$ cat src/rtl/timer_ctrl_pkg.sv
// Shared types and register map for the timer_controller peripheral.
// Periodic reload is compiled in only when TIMER_CTRL_PERIODIC_EN is defined.
package timer_ctrl_pkg;

  typedef enum logic [1:0] {
    STATE_IDLE = 2'd0,
    STATE_RUN  = 2'd1,
    STATE_DONE = 2'd2
  } state_e;

  localparam logic [1:0] ADDR_CTRL   = 2'd0;
  localparam logic [1:0] ADDR_LOAD   = 2'd1;
  localparam logic [1:0] ADDR_COUNT  = 2'd2;
  localparam logic [1:0] ADDR_EXPCNT = 2'd3;

  // CTRL write actions
  localparam int unsigned CTRL_START    = 0;
  localparam int unsigned CTRL_STOP     = 1;
  localparam int unsigned CTRL_PERIODIC = 2;
  localparam int unsigned CTRL_ACK      = 3;

  // CTRL read status
  localparam int unsigned CTRL_RUNNING  = 0;
  localparam int unsigned CTRL_DONE     = 1;
  localparam int unsigned CTRL_IRQ      = 3;

endpackage

$ cat src/rtl/timer_controller_if.sv
// CPU register bus of the timer_controller peripheral.
interface timer_controller_if #(
  parameter int unsigned P_WIDTH = 16
);
  logic               I_WE;
  logic [1:0]         I_ADDR;
  logic [P_WIDTH-1:0] I_WDATA;
  logic [P_WIDTH-1:0] O_RDATA;
  logic               O_IRQ;
  logic               O_RUNNING;

  modport master (
    output I_WE, I_ADDR, I_WDATA,
    input  O_RDATA, O_IRQ, O_RUNNING
  );

  modport slave (
    input  I_WE, I_ADDR, I_WDATA,
    output O_RDATA, O_IRQ, O_RUNNING
  );
endinterface

$ cat src/rtl/timer_controller_tick_prescaler.sv
// Clock divider: one-cycle O_TICK each P_CLK_CYCLES_PER_TICK enabled cycles.
module tick_prescaler #(
  parameter int unsigned P_CLK_CYCLES_PER_TICK = 50
) (
  input  logic I_CLK,
  input  logic I_NRESET,
  input  logic I_CLEAR,
  input  logic I_ENABLE,
  output logic O_TICK
);

  localparam int unsigned CNT_W =
    (P_CLK_CYCLES_PER_TICK > 2) ? $clog2(P_CLK_CYCLES_PER_TICK) : 1;
  localparam logic [CNT_W-1:0] CNT_LAST = CNT_W'(P_CLK_CYCLES_PER_TICK - 1);

  logic [CNT_W-1:0] cnt_q;

  assign O_TICK = I_ENABLE && (cnt_q == CNT_LAST);

  always_ff @(posedge I_CLK or negedge I_NRESET) begin
    if (!I_NRESET) begin
      cnt_q <= '0;
    end else if (I_CLEAR) begin
      cnt_q <= '0;
    end else if (I_ENABLE) begin
      cnt_q <= (cnt_q == CNT_LAST) ? '0 : cnt_q + CNT_W'(1);
    end
  end

endmodule

$ cat src/rtl/timer_controller.sv
// Memory-mapped down-count timer with sticky expiry interrupt and expiry counter.
// Define TIMER_CTRL_PERIODIC_EN to implement the PERIODIC auto-reload mode.
module timer_controller
  import timer_ctrl_pkg::*;
#(
  parameter int unsigned P_CLK_CYCLES_PER_TICK = 50,
  parameter int unsigned P_WIDTH               = 16
) (
  input  logic              I_CLK,
  input  logic              I_NRESET,
  timer_controller_if.slave bus
);

  localparam logic [1:0] ST_IDLE = STATE_IDLE;
  localparam logic [1:0] ST_RUN  = STATE_RUN;
  localparam logic [1:0] ST_DONE = STATE_DONE;

  logic [1:0]         state_q, state_d;
  logic [P_WIDTH-1:0] load_q, load_d;
  logic [P_WIDTH-1:0] count_q, count_d;
  logic [P_WIDTH-1:0] expcnt_q, expcnt_d;
  logic [P_WIDTH-1:0] rdata_q, rdata_d;
  logic               irq_q, irq_d;
  logic               running_q;
  logic               periodic_q;
  logic               tick, presc_clear, expire;
  logic               ctrl_wr, cmd_start, cmd_stop, cmd_ack;

  assign ctrl_wr   = bus.I_WE && (bus.I_ADDR == ADDR_CTRL);
  assign cmd_start = ctrl_wr && bus.I_WDATA[CTRL_START];
  assign cmd_stop  = ctrl_wr && bus.I_WDATA[CTRL_STOP];
  assign cmd_ack   = ctrl_wr && bus.I_WDATA[CTRL_ACK];

  tick_prescaler #(
    .P_CLK_CYCLES_PER_TICK(P_CLK_CYCLES_PER_TICK)
  ) u_prescaler (
    .I_CLK    (I_CLK),
    .I_NRESET (I_NRESET),
    .I_CLEAR  (presc_clear),
    .I_ENABLE (state_q == ST_RUN),
    .O_TICK   (tick)
  );

`ifdef TIMER_CTRL_PERIODIC_EN
  always_ff @(posedge I_CLK or negedge I_NRESET) begin
    if (!I_NRESET)    periodic_q <= 1'b0;
    else if (ctrl_wr) periodic_q <= bus.I_WDATA[CTRL_PERIODIC];
  end
`else
  assign periodic_q = 1'b0;
`endif

  // Next-state: STOP beats START, START beats a pending tick.
  always_comb begin
    state_d     = state_q;
    load_d      = load_q;
    count_d     = count_q;
    expcnt_d    = expcnt_q;
    irq_d       = irq_q;
    presc_clear = 1'b0;
    expire      = 1'b0;

    if (cmd_ack) irq_d = 1'b0;
    if (bus.I_WE && (bus.I_ADDR == ADDR_LOAD)) load_d = bus.I_WDATA;

    if (cmd_stop) begin
      if (state_q == ST_RUN) state_d = ST_IDLE;
    end else if (cmd_start) begin
      count_d     = load_q;
      presc_clear = 1'b1;
      if (load_q == '0) begin
        state_d = ST_DONE;
        expire  = 1'b1;
      end else begin
        state_d = ST_RUN;
      end
    end else if ((state_q == ST_RUN) && tick) begin
      if (count_q > P_WIDTH'(1)) begin
        count_d = count_q - P_WIDTH'(1);
      end else begin
        expire = 1'b1;
        if (periodic_q) begin
          count_d = load_q;
        end else begin
          count_d = '0;
          state_d = ST_DONE;
        end
      end
    end

    // Expiry overrides a same-cycle ACK; an EXPCNT write overrides the increment.
    if (expire) begin
      irq_d = 1'b1;
      if (expcnt_q != '1) expcnt_d = expcnt_q + P_WIDTH'(1);
    end
    if (bus.I_WE && (bus.I_ADDR == ADDR_EXPCNT)) expcnt_d = '0;
  end

  always_comb begin
    rdata_d = '0;
    case (bus.I_ADDR)
      ADDR_CTRL: begin
        rdata_d[CTRL_RUNNING]  = (state_q == ST_RUN);
        rdata_d[CTRL_DONE]     = (state_q == ST_DONE);
        rdata_d[CTRL_PERIODIC] = periodic_q;
        rdata_d[CTRL_IRQ]      = irq_q;
      end
      ADDR_LOAD:   rdata_d = load_q;
      ADDR_COUNT:  rdata_d = count_q;
      ADDR_EXPCNT: rdata_d = expcnt_q;
      default:     rdata_d = '0;
    endcase
  end

  always_ff @(posedge I_CLK or negedge I_NRESET) begin
    if (!I_NRESET) begin
      state_q   <= ST_IDLE;
      load_q    <= '0;
      count_q   <= '0;
      expcnt_q  <= '0;
      irq_q     <= 1'b0;
      running_q <= 1'b0;
      rdata_q   <= '0;
    end else begin
      state_q   <= state_d;
      load_q    <= load_d;
      count_q   <= count_d;
      expcnt_q  <= expcnt_d;
      irq_q     <= irq_d;
      running_q <= (state_d == ST_RUN);
      rdata_q   <= rdata_d;
    end
  end

  assign bus.O_RDATA   = rdata_q;
  assign bus.O_IRQ     = irq_q;
  assign bus.O_RUNNING = running_q;

endmodule
$ cat src/flat_wrapper.sv
// flat-port wrapper written by rule: the top's interface ports become plain ports
module timer_controller_flat import timer_ctrl_pkg::*;
#(
  parameter int unsigned P_CLK_CYCLES_PER_TICK = 50,
  parameter int unsigned P_WIDTH               = 16
)
  (I_CLK, I_NRESET, bus_I_WE, bus_I_ADDR, bus_I_WDATA, bus_O_RDATA, bus_O_IRQ, bus_O_RUNNING);
  timer_controller_if #(.P_WIDTH(P_WIDTH)) bus_i ();
  input  logic I_CLK;
  input  logic I_NRESET;
  input wire logic [$bits(bus_i.I_WE)-1:0] bus_I_WE;
  input wire logic [$bits(bus_i.I_ADDR)-1:0] bus_I_ADDR;
  input wire logic [$bits(bus_i.I_WDATA)-1:0] bus_I_WDATA;
  output wire logic [$bits(bus_i.O_RDATA)-1:0] bus_O_RDATA;
  output wire logic [$bits(bus_i.O_IRQ)-1:0] bus_O_IRQ;
  output wire logic [$bits(bus_i.O_RUNNING)-1:0] bus_O_RUNNING;
  assign bus_i.I_WE = bus_I_WE;
  assign bus_i.I_ADDR = bus_I_ADDR;
  assign bus_i.I_WDATA = bus_I_WDATA;
  assign bus_O_RDATA = bus_i.O_RDATA;
  assign bus_O_IRQ = bus_i.O_IRQ;
  assign bus_O_RUNNING = bus_i.O_RUNNING;
  timer_controller #(.P_CLK_CYCLES_PER_TICK(P_CLK_CYCLES_PER_TICK), .P_WIDTH(P_WIDTH)) u_core (.I_CLK(I_CLK), .I_NRESET(I_NRESET), .bus(bus_i));
endmodule
$ cat config.mk
export PLATFORM = sky130hd
export DESIGN_NAME = timer_controller_flat
export DESIGN_NICKNAME = d
export VERILOG_FILES = /design/src/rtl/timer_ctrl_pkg.sv /design/src/rtl/timer_controller_if.sv /design/src/rtl/timer_controller_tick_prescaler.sv /design/src/rtl/timer_controller.sv /design/src/flat_wrapper.sv
export SDC_FILE = /design/constraint.sdc
export NUM_CORES = 1
export LEC_CHECK = 0
export ABC_AREA = 0
export BUFFER_PORTS_ARGS = -buffer_cell sky130_fd_sc_hd__buf_2
export CAP_MARGIN = 20
export CORE_MARGIN = 3
export CORE_UTILIZATION = 51
export DETAILED_ROUTE_END_ITERATION = 8
export PLACE_DENSITY = 0.75
export SLEW_MARGIN = 20
export SYNTH_ARGS = -nofsm -noshare
export SYNTH_HDL_FRONTEND = slang
export SYNTH_SLANG_ARGS = --single-unit
$ cat constraint.sdc
create_clock -name I_CLK -period 3.1 [get_ports I_CLK]
set_clock_uncertainty 0.15 [all_clocks]
set_input_delay 0.93 -clock I_CLK [delete_from_list [all_inputs] [get_ports I_CLK]]
set_output_delay 0.93 -clock I_CLK [all_outputs]
set_load 0.005 [all_outputs]
==> impl_results.md, run 1 <==
* Outcome: finished, final reports clean
* TritonCTS Buffers at 9
* Fin crit share at a little under 90%
* Met2 usage at about two fifths
* CTS resizes at 0
* Hold Vio Cnt, Final at 0
* Layout area overhead at 13.2%
* DRC Markers at 0
* Max Freq at 368 MHz
* Row cnt at 31
* Worst EP arrival at about 2.8 ns
* Type of the worst setup path: in -> reg
* Warnings, synthesis at 0
* Register area share after synthesis at roughly 46%
* Synthesized net count at about 400
* DR pass1 iterations at 5
* R2R Setup Slk at 0.43 ns
* EDFF count, synth at 0
* Cell Pwr Density at 652 nW/um^2
* DRT iter0 DRCs at 388
* Initial Util at 53.7%
* Distinct cell type count after synthesis at 54
* Max Buffers Root-to-Sink at 2
* Yosys reg bits at 74
* R2R Path End: u_core.count_q[15]
* Max-cap violations at 0
* DIE AREA at 8940 um^2
* Vias at 3446
* Core Area at 7450 um^2
* HPWL after DPL at around 6900 um
* WL final at 10100 um
* First-pass GRT wire length at 17100 um
* Tmin final at 2.72 ns
* Worst-path clk slew at roughly 0.080 ns
* Die height at between 90 and 100 um
* Mapped Avg Cell Area at 10.4 um^2
* Crit path max fanout at 27
* Congestion Overflow GR at 0
* Worst setup EP type: flip-flop
* Met1 Usage GRT at 34.3%
* Clock latency on the worst-skew pair at roughly 0.36 ns
* Tightest Hold Check Type: in -> async
* Worst r2r path cells at 8
* Setup_tns at 0 ns
* Gr busiest metal: met2
* Peak supply drop at 0.438 mV
* Syn Inst Count at 384
* Main flop type after synthesis: dfrtp_1
* Critical R2R Launch: u_core.count_q[0]
* Final setup vio count at 0
* RSZ-0062 raised after global routing: false
* Relative slew margins at 28.9%
* CTS tree: done
* Vias per cell at 6.59
* Final Max Slew Viols at 0
* Port Buffers at 38
* Die W at 94.6 um
* Largest net degree at the start of global routing at 41
* Fin nets at 446
* Root buffer cell: clkbuf_8
* CTS Hold Bufs at 0
* Critical path capture point: u_core.expcnt_q[2]
* CP required at approximately 3.2 ns
* Netlist Area Pre-Place at 4000 um^2
* CP Launch Point: bus_I_WE
* GR met3 Demand/Resource at 4.62%
* Crit start category: input pin
* I/O pin total at 39
* FILL cells at 638
* LEAKAGE at between 1.5 and 2 nW
* H-tree Lvls at 3
* Number of global-route vias before repair at 3443
* ANT nets after route at 0
* Initial antenna violation count at 0
* Ant. Diodes at 0
* Setup Buffers After CTS at 0
* Gp weighted congestion at 0.912
* Wire per inst at 19.3 um
* Hold_ws at 0.365 ns
* Layout cells sized above 1 at 24.1%
* Gr usage total at between 20 and 25%
* Asr flop ratio synth at 100%
* CTS sink count at 74
* Worst-Margin Slew at 1.07 ns
placed cells by master (no fill, tap or decap), drive strengths merged, types with 5 or more instances in the layout:
cell and n:
buf 52, o21ai 26, o2bb2ai 6, nor3 12, dfrtp 74, a22o 15, clkbuf 10, nor2 17
nand3 13, ha 5, a21oi 19, nand4 7, a32oi 5, nand2 28, mux2 29, a2111o 9
mux2i 5, and3 5, nor2b 5, inv 7, nand2b 6, nor4 12
how the worst min path moves through the flow:
stage                       from                     end
2_1_floorplan  u_core.count_q[9]       u_core.count_q[9]
3_3_place_gp    u_core.bus.O_IRQ        u_core.bus.O_IRQ
3_5_place_dp   u_core.count_q[9]       u_core.count_q[9]
4_1_cts                 I_NRESET  u_core.bus.O_RDATA[15]
5_1_grt                 I_NRESET      u_core.expcnt_q[2]
6_report                I_NRESET      u_core.expcnt_q[1]
stage by stage:
| stage | util, % | area [um^2] | power [mW] | instances | worst slack [ns] |
|---|---|---|---|---|---|
| after detailed placement | 57.9 | 4310 | 2.12 | 508 | 0.0539 |
| after floorplan | - | 4000 | 1.85 | 384 | 0.470 |
| after global placement | 57.9 | 4310 | 2.11 | 508 | 0.125 |
| after CTS | 60.8 | 4530 | 2.96 | 523 | 0.415 |
| final | 60.8 | 4530 | 2.95 | 523 | 0.384 |
| after global routing | 60.8 | 4530 | 3.13 | 523 | 0.200 |
cell usage after synthesis, drive strengths merged, types with 9 or more instances:
cell	number	area share [%]
a21oi	19	2.4
nor4	12	2.3
nor3	12	1.5
nand2	28	2.6
dfrtp	74	46
mux2	29	8.2
a2111o	9	2.5
buf	11	1.6
nor2	17	1.6
clkbuf	16	1.5
o21ai	26	3.3
nand3	13	1.6
a22o	15	3.3
critical path, stage by stage:
cell      delay (ns)
buf_2           0.14
and4bb_1        0.23
buf_4           0.21
nor4_4          0.34
nand4b_4        0.39
a21boi_0        0.37
mux2i_1         0.22
per-layer routing:
| layer | part of all wire, % | vias up | wire, um |
|---|---|---|---|
| li1 | - | 1542 | - |
| met4 | 2.7 | 0 | 278 |
| met5 | 0 | - | 0 |
| met2 | 46 | 180 | 4700 |
| met1 | 43 | 1698 | 4330 |
| met3 | 8.0 | 26 | 813 |
area by class of cell:
| cell class | instances | area [um^2] | area share, % |
|---|---|---|---|
| sequential | 74 | 1850 | 40.9 |
| timing repair buffer | 52 | 310 | 6.85 |
| tap | 99 | 124 | 2.73 |
| clock inverter | 5 | 78.8 | 1.74 |
| inverter | 7 | 26.3 | 0.580 |
| multi-input combinational | 276 | 2000 | 44.2 |
| clock buffer | 10 | 138 | 3.04 |
cells by family (layout without fill, tap and decap cells):
family | Yosys count | after routing | synth area share (%)
simple gates | 126 | 126 | 17.8
compound gates | 107 | 107 | 19.4
flops | 74 | 74 | 46.3
mux | 37 | 37 | 11.1
buf+inv | 34 | 74 | 3.72
fa+ha+maj | 5 | 5 | 1.56
xor+xnor | 1 | 1 | 0.219
flip-flops by register name (all words and copies together) (netlist names):
signal / flops
u_core.load_q: 16
u_core.bus.O_RUNNING: 1
u_core.bus.O_RDATA: 16
u_core.state_q: 2
u_core.count_q: 16
u_core.u_prescaler.cnt_q: 6
u_core.bus.O_IRQ: 1
u_core.expcnt_q: 16
where the power goes:
| part | internal, mW | switching (mW) |
|---|---|---|
| combinational | 0.344 | 0.348 |
| sequential | 1.17 | 0.267 |
| clock | 0.469 | 0.357 |
No activity file was read; power rests on OpenSTA's default activity.
==> inputs of run 2 (changes only) <==
- ABC_AREA: 0 -> 1
- MAX_ROUTING_LAYER: unset -> met4
==> run 2 against run 1 <==
Effect of this change: combinational power grew 27%; via count grew 11%; maximum frequency grew 14%; highest routed layer unchanged; sequential power grew 4%; power grew 3.8%; die area grew 3.8%; setup slack gained 0.34 ns; first-iteration DRC count shrank 33%; largest power group unchanged; largest cell class unchanged; clock power shrank 16%.
==> impl_results.md, run 2 <==
* Register area share after synthesis at 44.5%
* Worst-Margin Slew at about 0.65 ns
* Multi-input logic area at 1990 um^2
* Type of the worst setup path: in -> reg
* Vias per cell at 5.61
* Min-delay src: u_core.load_q[1]
* Wire per inst at 15.9 um
* Sequential Power Share at 48.7%
* R2R Path End: u_core.expcnt_q[1]
* Slowest cell on the critical path: a21oi_4
* R2R Setup Slk at 0.74 ns
* Crit path max fanout at 16
* Layout area overhead at 11.3%
* Main flop type after synthesis: dfrtp_1
* TritonCTS Buffers at 9
* CTS resizes at 0
* Final Max Slew Viols at 0
* CTS Hold Bufs at 0
* Worst setup EP type: flip-flop
* Max-cap violations at 0
* Logic gate share of total power at 28.6%
* Initial antenna violation count at 0
* Worst EP arrival at between 2 and 3 ns
* DP Worst Slack at 0.363 ns
* Fin nets at 602
* Total chip power at ~3.1 mW
* Hold Crit Endpoint: u_core.load_q[1]
* Commonest non-fill, non-tap cell in the layout: nand2_1
* Post-synth top area cell: dfrtp_1
* Port Buffers at 38
* Sw Pwr at 1.17 mW
* Initial Util at 53.3%
* Asr flop ratio synth at between 90% and 100%
* Number of global-route vias before repair at roughly 3600
* Top cells by area, synth: dfrtp_1 44%, nand2_1 11%, nor2_1 7.4%
* Row cnt at 32
* Max Freq at 422 MHz
* Final setup margin at a little over 0.7 ns
* Hold path cells at 2
* Int Pwr at 1.90 mW
* HPWL after DPL at 7860 um
* Commonest cells post-synth: 118 x nand2_1, 82 x nor2_1, 74 x dfrtp_1
* Synthesized net count at approximately 560
* Warnings, synthesis at 0
* Slowest stage delay, CP at between 0.3 and 0.4 ns
* Die height at 96.4 um
* Gr usage total at between 20% and 30%
* ANT nets after route at 0
* Clock latency on the worst-skew pair at 0.35 ns
* Gp weighted congestion at slightly below 1
* Worst r2r path cells at 6
* Crit start category: input pin
* Root buffer cell: clkbuf_8
* Setup Buffers After CTS at 0
* DRC Markers at 0
* Worst-path cell chain: buf_2, nor2_4, nand3_4, a21oi_4, nand3_2, nand2_2, nand3_1, nand2_1
* Most common cell in the netlist: nand2_1
* Most frequent cells in the layout: 118 x nand2_1, 82 x nor2_1, 74 x dfrtp_1
* FILL cells at 738
* Relative slew margins at roughly 56%
* Outcome: finished, final reports clean
* Setup_tns at 0 ns
* DIE AREA at 9290 um^2
* CP required at 3.24 ns
* Syn Inst Count at 535
* CTS sink count at 74
* Register area at 1850 um^2
* Layout cells sized above 1 at between 10% and 20%
* WL final at between 10000 and 15000 um
* Clock power frac at 22.7%
* EDFF count, synth at 0
* Fin crit share at about three quarters
* DR pass1 iterations at 5
* Yosys reg bits at 74
* Mapped Avg Cell Area at 7.78 um^2
* Largest net degree at the start of global routing at 75
* Top-area cell type share of the netlist area at between 40 and 50%
* Critical R2R Launch: u_core.expcnt_q[0]
* Switching Fraction at 38.1%
* Vias at 3835
* RSZ-0062 raised after global routing: false
* CTS tree: done
* Worst-path clk slew at ~0.08 ns
* Distinct cell type count after synthesis at 39
* Congestion Overflow GR at 0
* H-tree Lvls at 3
* Die W at a little under 100 um
* LEAKAGE at ~2.3 nW
* I/O pin total at 39
* Final setup vio count at 0
* Cell Pwr Density at 662 nW/um^2
* Hold Vio Cnt, Final at 0
* Peak supply drop at approximately 0.38 mV
* Core Area at slightly below 8000 um^2
* Tightest Hold Check Type: reg -> reg
* DRT iter0 DRCs at 260
* First-pass GRT wire length at 17700 um
* Max Buffers Root-to-Sink at 2
* Tmin final at 2.37 ns
* Ant. Diodes at 0
* Netlist Area Pre-Place at 4160 um^2
## run 2: cell count changes in the layout (fill, tap and decap cells not counted), sizes merged, moves of 9 or more
cell / delta
nand3: +45
xor2: +16
nor2: +67
a22o: -15
nand2: +97
inv: +52
nor4: -12
a21oi: +12
o21ai: -11
mux2: -23
a2111o: -9
o221ai: +10
## run 2: power groups by stage
stage / clock network, mW / registers, mW / logic, mW
3_3_place_gp: 0 / 1.50 / 0.840
5_1_grt: 0.759 / 1.53 / 1.01
4_1_cts: 0.705 / 1.49 / 0.874
6_report: 0.695 / 1.50 / 0.877
2_1_floorplan: 0 / 1.42 / 0.640
3_5_place_dp: 0 / 1.50 / 0.870
## run 2: worst max-delay path by stage
| stage | from | endpoint | slack (ns) | cells past startpoint |
|---|---|---|---|---|
| after floorplan | bus_I_ADDR[0] | u_core.expcnt_q[5] | 0.92 | 8 |
| after global placement | bus_I_ADDR[0] | u_core.expcnt_q[0] | 0.42 | 8 |
| after detailed placement | bus_I_ADDR[1] | u_core.expcnt_q[1] | 0.36 | 7 |
| after CTS | bus_I_ADDR[1] | u_core.expcnt_q[1] | 0.73 | 7 |
| after global routing | bus_I_ADDR[1] | u_core.expcnt_q[3] | 0.63 | 7 |
| final | bus_I_ADDR[0] | u_core.expcnt_q[1] | 0.73 | 8 |
## run 2: metrics by stage
| step | util, % | instance area (um^2) | std cells | hold WS [ns] |
|---|---|---|---|---|
| floorplan | - | 4160 | 535 | 0.303 |
| global placement | 57.1 | 4450 | 667 | 0.327 |
| detailed placement | 57.1 | 4450 | 667 | 0.335 |
| CTS | 59.4 | 4640 | 683 | 0.354 |
| global route | 59.4 | 4640 | 683 | 0.406 |
| finish | 59.4 | 4640 | 683 | 0.353 |
## run 2: logic make-up (layout without fill, tap and decap cells)
| group | Yosys count | in the layout | share of synthesized area, % |
|---|---|---|---|
| adder cells (fa/ha/maj) | 5 | 5 | 1.50 |
| flip-flops | 74 | 74 | 44.5 |
| AND/OR/NAND/NOR | 283 | 283 | 29.8 |
| AO/OA/AOI/OAI | 75 | 75 | 11.4 |
| buffers and inverters | 75 | 121 | 7.63 |
| XOR/XNOR | 17 | 17 | 3.58 |
| multiplexers | 6 | 6 | 1.62 |
## run 2: layout make-up
type	count	share of cell area, %
Tap cell	102	2.75
Timing Repair Buffer	45	5.51
Sequential cell	74	39.9
Clock buffer	12	3.35
Clock inverter	4	0.567
Inverter	60	4.86
Multi-Input combinational cell	386	43.0
## run 2: metal layers
layer,vias to the layer above,part of all wire (%),GRT usage [%]
met4,0,2.7,10.6
met1,1809,46,37.1
met3,24,6.8,3.91
met5,-,0,-
met2,162,45,37.5
li1,1840,-,-
## run 2: critical path, delay by kind of cell
family,cells,cell delay [ns]
AOI/OAI and AO/OA,1,0.36
buffers and inverters,1,0.13
and+or+nand+nor,6,1.09
